## src/rtl/mem_load_unit.sv

```systemverilog
// Load-side front end of the MEM stage: issues one RV32 load to the read arbiter,
// extracts and extends the addressed byte/half/word, and hands it to writeback.
module mem_load_unit #(
    parameter int BUS_W  = 64,
    parameter int DATA_W = 32
) (
    input  logic              clk,
    input  logic              rst,
    input  logic              ld_valid,
    output logic              ld_ready,
    input  logic [31:0]       ld_addr,
    input  logic [2:0]        ld_funct3,
    input  logic [4:0]        ld_rd,
    output logic [31:0]       mem_raddr,
    output logic [2:0]        mem_rsize,
    output logic              mem_raddr_valid,
    input  logic              mem_raddr_ready,
    input  logic [BUS_W-1:0]  mem_rdata,
    input  logic              mem_rdata_valid,
    output logic              mem_rdata_ready,
    input  logic              mem_bus_err,
    output logic              wb_valid,
    input  logic              wb_ready,
    output logic [DATA_W-1:0] wb_data,
    output logic [4:0]        wb_rd,
    output logic              wb_err
);

    typedef enum logic [1:0] {S_IDLE, S_REQ, S_WAIT, S_RESP} state_t;

    state_t              state, state_nxt;
    logic [31:0]         addr_q;
    logic [2:0]          funct3_q;
    logic [4:0]          rd_q;
    logic [DATA_W-1:0]   wb_data_q;
    logic                wb_err_q;
    logic                ld_legal;
    logic [DATA_W-1:0]   shifted;
    logic [DATA_W-1:0]   extended;
    logic                sign_ext;

    // Misaligned halves/words and funct3 3/6/7 never reach the bus.
    always_comb begin
        ld_legal = 1'b0;
        case (ld_funct3)
            3'd0, 3'd4: ld_legal = 1'b1;
            3'd1, 3'd5: ld_legal = ~ld_addr[0];
            3'd2:       ld_legal = (ld_addr[1:0] == 2'b00);
            default:    ld_legal = 1'b0;
        endcase
    end

    assign shifted  = DATA_W'(mem_rdata >> {addr_q[2:0], 3'b000});
    assign sign_ext = ~funct3_q[2];

    always_comb begin
        extended = shifted;
        case (funct3_q[1:0])
            2'd0:    extended = {{24{sign_ext & shifted[7]}}, shifted[7:0]};
            2'd1:    extended = {{16{sign_ext & shifted[15]}}, shifted[15:0]};
            default: extended = shifted;
        endcase
    end

    // NOTE: sequential state uses non-blocking assignments so every register
    // samples the pre-edge values regardless of statement order.
    always_ff @(posedge clk) begin
        if (rst) begin
            state <= S_IDLE;
        end else begin
            state <= state_nxt;
        end
    end

    always_comb begin
        // NOTE: defaulting state_nxt first keeps this block free of latches.
        state_nxt = state;
        case (state)
            S_IDLE: if (ld_valid)        state_nxt = ld_legal ? S_REQ : S_RESP;
            S_REQ:  if (mem_raddr_ready) state_nxt = S_WAIT;
            S_WAIT: if (mem_rdata_valid) state_nxt = S_RESP;
            S_RESP: if (wb_ready)        state_nxt = S_IDLE;
            default:                     state_nxt = S_IDLE;
        endcase
    end

    always_ff @(posedge clk) begin
        if (rst) begin
            addr_q    <= '0;
            funct3_q  <= '0;
            rd_q      <= '0;
            wb_data_q <= '0;
            wb_err_q  <= 1'b0;
        end else begin
            if (state == S_IDLE && ld_valid) begin
                addr_q   <= ld_addr;
                funct3_q <= ld_funct3;
                rd_q     <= ld_rd;
                if (!ld_legal) begin
                    wb_data_q <= '0;
                    wb_err_q  <= 1'b1;
                end
            end
            // A bus error still captures the extracted value; wb_err flags it.
            if (state == S_WAIT && mem_rdata_valid) begin
                wb_data_q <= extended;
                wb_err_q  <= mem_bus_err;
            end
        end
    end

    always_comb begin
        ld_ready        = (state == S_IDLE);
        mem_raddr_valid = (state == S_REQ);
        mem_rdata_ready = (state == S_WAIT);
        wb_valid        = (state == S_RESP);
        mem_raddr       = addr_q;
        mem_rsize       = {1'b0, funct3_q[1:0]};
        wb_data         = wb_data_q;
        wb_rd           = rd_q;
        wb_err          = wb_err_q;
    end

endmodule

```

## config.mk

```make
export PLATFORM = sky130hd
export DESIGN_NAME = mem_load_unit
export DESIGN_NICKNAME = d
export VERILOG_FILES = /design/src/rtl/mem_load_unit.sv
export SDC_FILE = /design/constraint.sdc
export NUM_CORES = 1
export LEC_CHECK = 0
export CAP_MARGIN = 10
export CORE_ASPECT_RATIO = 0.8
export CORE_MARGIN = 2
export CORE_UTILIZATION = 25
export DETAILED_ROUTE_END_ITERATION = 10
export PLACE_DENSITY = 0.54
export SYNTH_ARGS = -nofsm -noshare
export SYNTH_HDL_FRONTEND = slang
export SYNTH_SLANG_ARGS = --single-unit
```

## constraint.sdc

```tcl
create_clock -name clk -period 2.7 [get_ports clk]
set_input_delay 0.54 -clock clk [delete_from_list [all_inputs] [get_ports clk]]
set_output_delay 0.54 -clock clk [all_outputs]
set_load 0.05 [all_outputs]
```

After elaboration in Yosys (flattened, before gate mapping)
Index checks and enable logic that the tools add are counted.

operators by class
  add/sub/neg operators = 0
  multipliers = 0
  divide/modulo/power cells = 0
  $lt $le $gt $ge = 0
  eq/ne operators = 13
  shift operators = 1
  muxes and demuxes = 14
  bitwise logic cells = 4
  reductions and logical operators = 11

operators with widths
  operator                                              count
  2-to-1 mux 32 bit                                     3
  one-hot mux 32 bit (2 select lines)                   1
  right shift 64 x 6 -> 32 bit                          1
  2-to-1 mux 2 bit                                      5
  one-hot mux 2 bit (4 select lines)                    1
  equality test 3 bit (second input constant)           2
  zero test 2 bit                                       3
  != test 2 x 1 -> 1 bit (second input constant)        3
  equality test 2 x 1 -> 1 bit (second input constant)  2
  equality test 2 bit (second input constant)           2
  != test 2 bit (second input constant)                 2
  AND reduction 4 bit                                   1
  OR reduction 2 bit                                    2
  equality test 3 x 1 -> 1 bit (second input constant)  1
  equality test 3 x 2 -> 1 bit (second input constant)  1
  zero test 3 bit                                       1
  2-to-1 mux 1 bit                                      3
  one-hot mux 1 bit (3 select lines)                    1
  bitwise AND 1 bit                                     2
  logical AND 1 bit                                     2
  NOT 1 bit                                             2
  AND reduction 2 bit                                   1
  nonzero test 2 bit                                    1

word-level totals
  flip-flop bits (word level) = 75
  latch bits = 0
  RAM bits = 0
  ROM bits = 0
  bits of input ports = 111
  logic and storage cells = 49
  memories = 0

Depth between registers and ports, before layout
  depth after elaboration = 6
  mapped depth = 8

Worst setup path after synthesis
OpenSTA, ideal clock, no wires.

  kind = reg-to-reg
  start point = register state[0]
  end point = register wb_data_q[16], in the netlist wb_data[16]
  arrival time = 2079 ps
  required time = 2639 ps
  slack = 560 ps
  cell stages (with the launch flop) = 8
  cell sequence = dfxtp_1 inv_1 ha_1 nand2_1 or2_1 buf_1 a211oi_4 a221o_1

between the ends
  word-level cells in the longest chain between the ends = 4
  elaborated cells between the ends (all ways) = 8
  those cells by class = eq/ne: 2; mux: 1; reduce/logical: 5

RTL lines
  element                                                                        line  text
  start, declared                                                                31    state_t state, state_nxt;
  start signal, assigned                                                         71    state <= state_nxt;
  equality test 2 bit *                                                          -
  via mem_rdata_ready                                                            20    output logic mem_rdata_ready,
  logical AND 1 bit *                                                            105   if (state == S_WAIT && mem_rdata_valid) begin
  != test 2 x 1 -> 1 bit (no source line) or nonzero test 2 bit (tied branches)  -
  AND reduction 2 bit (no source line)                                           -
  end signal, assigned                                                           106   wb_data_q <= extended;
  end, declared                                                                  35    logic [DATA_W-1:0] wb_data_q;

Mark *: on every way through the listed nets, which the timed path passes. The rest lies on a longest branch.
A chain may end at the register's enable or synchronous reset.

Final worst setup path
  start point = register state[0]
  end point = output mem_rdata_ready

between the ends
  word-level cells in the longest chain between the ends = 1

RTL lines
  element              line  text
  equality test 2 bit  115   mem_rdata_ready = (state == S_WAIT);
  end, declared        20

Every way passes these cells.

==> flow_summary.toml <==
[run_status]
status = "finished, final reports clean"

[timing]
finClkSkew_ps = 7.148
fmax_mhz = 395.4
drv_slew = 0
rsz0062_at_grt = "false"
slew_headroom_pct = 54.59
hold_viol_final = 0
layout_worst_path_cycle_share_pct = 93.68
holdWs_ps = 444.7
period_minus_slack_ps = 2529
worstMarginPinSlew_ps = 678.6
setup_viol = 0
layout_setup_ws_ps = 170.6
fin_setup_tns_ps = 0

[drt]
antenna_left = 0
dr.pass1.iters = 4
wirelength_um = 15730
viasPerCell = 4.880
drt-initial-drc-count = 303
route.detailed.drc = 0
dr_total_vias = 4324
post_drt_wl_per_cell_um = 17.75

[logic_synthesis]
synth.area.top_cells = "dfxtp_1, nand2_1, a21oi_1"
ys_seq_elements = 75
yosysTopAreaCell = "dfxtp_1"
syn_area_per_cell_um2 = 8.434
synthCells = 493
synthesis.area_um2 = 4158
ys_async_sr_fraction_pct = 0
synth-edff-count = 0
netlist-cell-type-count = 51
synth_top_area_share_pct = 36.11
yosysWarnings = 0
synthFlopType = "dfxtp_1"
ys_seq_area_share_pct = 36.11
syn-num-nets = 608

[floorplan]
die_w_um = 148.2
io_pins = 188
die_area_um2 = 17680
die_h_um = 119.3
start_util_pct = 25.36
fp.coreArea_um2 = 16400
rows = 42

[layout]
layout-area-overhead-vs-synth_pct = 56.76
stdcell_count = 886
fin_area_um2 = 6518
drive_above_1_share_pct = 9.309
antenna_cells = 0
nNetsFinal = 776
n_fill_cell = 1659
fin_util_pct = 39.75

[clock_network]
htree_levels = 3
post_cts_buffers = 0
clk_pin_slew_ps = 60
cts_max_path_buffers = 2
numCtsBuffers = 9
cts_root_buf = "clkbuf_16"
clk_latency_ps = 330
cts_hold_buf = 0
cts.sinks = 75
cts_resized = 0
cts_tree = "yes"

[job]
drv_cap = 0

[global_routing]
grt_use_total_pct = 17.77
grt_max_degree = 43
overflow = 0
grt_antenna_before_repair = 0
grt_pass1_vias = 4356
grt_pass1_wl_um = 24440

[setup_path]
crit_path_start_kind = "register"
end_kind = "primary output"
critPathArrivalTime_ps = 1990
cp.required_ps = 2160
r2r_start = "mem_raddr[2]"
path_max_fanout = 7
crit_type = "register to primary output"
worstSetupStartpoint = "state[0]"

[placement]
placed_cell_area_um2 = 6203
portBuffers = 186
post-place-ws_ps = 329.4
dp_cells = 870
gp_congestion = 0.8629
dp_hpwl_um = 12040

[pwr]
p_per_area_nw_per_um2 = 803.6
vdd_drop_max_uv = 422.6
cellLeakagePower_nw = 2.283
power.total_mw = 5.237

[min_path]
hold_class = "register to register"
min_from = "wb_data[1]"
[critical path: stages (launching register included)]
cell	delay, ps
dfxtp_1	340
inv_1	90
ha_1	350
clkdlybuf4s50_1	890
[worst paths after layout]
check	endpoint	depth (start not counted)	slack [ps]
max	mem_rdata_ready	3	170
min reg2reg	wb_data[1]	2	440
max reg2reg	wb_data[18]	6	510
min	wb_data[1]	2	440
[synth_stat cells, drive strengths merged (2+ instances only)]
| cell | number |
|---|---|
| a211oi | 16 |
| a21boi | 6 |
| a21oi | 58 |
| a221o | 8 |
| a221oi | 2 |
| a22oi | 7 |
| a32o | 8 |
| and3 | 2 |
| buf | 24 |
| clkbuf | 19 |
| dfxtp | 75 |
| ha | 4 |
| inv | 9 |
| mux2 | 14 |
| mux2i | 25 |
| mux4 | 8 |
| nand2 | 119 |
| nand2b | 2 |
| nand3b | 2 |
| nand4b | 2 |
| nor2 | 14 |
| nor2b | 7 |
| nor3 | 4 |
| o211ai | 17 |
| o21a | 7 |
| o21ai | 15 |
| o22ai | 9 |
[placed cells by master (no fill, tap or decap), types with 2 or more instances in the layout]
cell / Yosys / routed
inv_2: 2 / 2
clkbuf_16: 0 / 9
a21boi_1: 6 / 6
ha_1: 4 / 4
a21oi_1: 58 / 58
buf_4: 7 / 14
and3_1: 2 / 2
mux4_2: 8 / 8
a22oi_1: 6 / 6
dfxtp_1: 75 / 73
buf_12: 0 / 2
mux2_1: 6 / 6
inv_1: 7 / 7
clkinv_2: 0 / 2
a221o_1: 8 / 8
o21ai_0: 7 / 7
o211ai_1: 16 / 16
a32o_1: 8 / 8
clkbuf_8: 0 / 3
mux2_2: 8 / 8
dfxtp_2: 0 / 2
mux2i_1: 25 / 25
a211oi_1: 15 / 15
nor3_1: 4 / 4
o22ai_1: 8 / 8
nand2_1: 119 / 119
clkdlybuf4s50_1: 0 / 183
o21ai_1: 8 / 8
o21a_1: 7 / 7
nor2_1: 14 / 14
nor2b_1: 7 / 7
[cell type report]
type	instances	area [um^2]	share of cell area (%)
Multi-Input combinational cell	366	2409	36.96
Timing Repair Buffer	200	1982	30.41
Sequential cell	75	1504	23.08
Tap cell	220	275.3	4.223
Clock buffer	12	266.5	4.089
Clock inverter	4	47.55	0.7295
Inverter	9	33.78	0.5183
[kinds of logic after synthesis]
family | Yosys count | synth area share, %
AO/OA/AOI/OAI | 158 | 26.09
adder cells (fa/ha/maj) | 4 | 1.204
buffers and inverters | 52 | 6.230
flip-flops | 75 | 36.11
multiplexers | 47 | 14.14
other | 1 | 0.09019
AND/OR/NAND/NOR | 156 | 16.13
[metal layers]
| metal | vias up | track usage, % | wire length, um |
|---|---|---|---|
| li1 | 2106 | - | - |
| met1 | 2061 | 24.36 | 7259 |
| met2 | 134 | 27.58 | 7246 |
| met3 | 23 | 3.946 | 835 |
| met4 | 0 | 6.071 | 386 |
| met5 | - | 0 | 0 |
[state kept, by name (all words and copies together) (netlist names)]
name / cells
funct3_q: 3
mem_raddr: 32
state: 2
wb_data: 32
wb_err: 1
wb_rd: 5
[power by group]
group | internal (mW) | leakage (nW) | switching (mW) | total [mW]
sequential | 1.29 | 0.612 | 0.150 | 1.44
combinational | 0.945 | 1.52 | 1.61 | 2.55
clock | 0.788 | 0.155 | 0.460 | 1.25
total | 3.02 | 2.28 | 2.22 | 5.24
No activity file was read; power rests on OpenSTA's default activity.
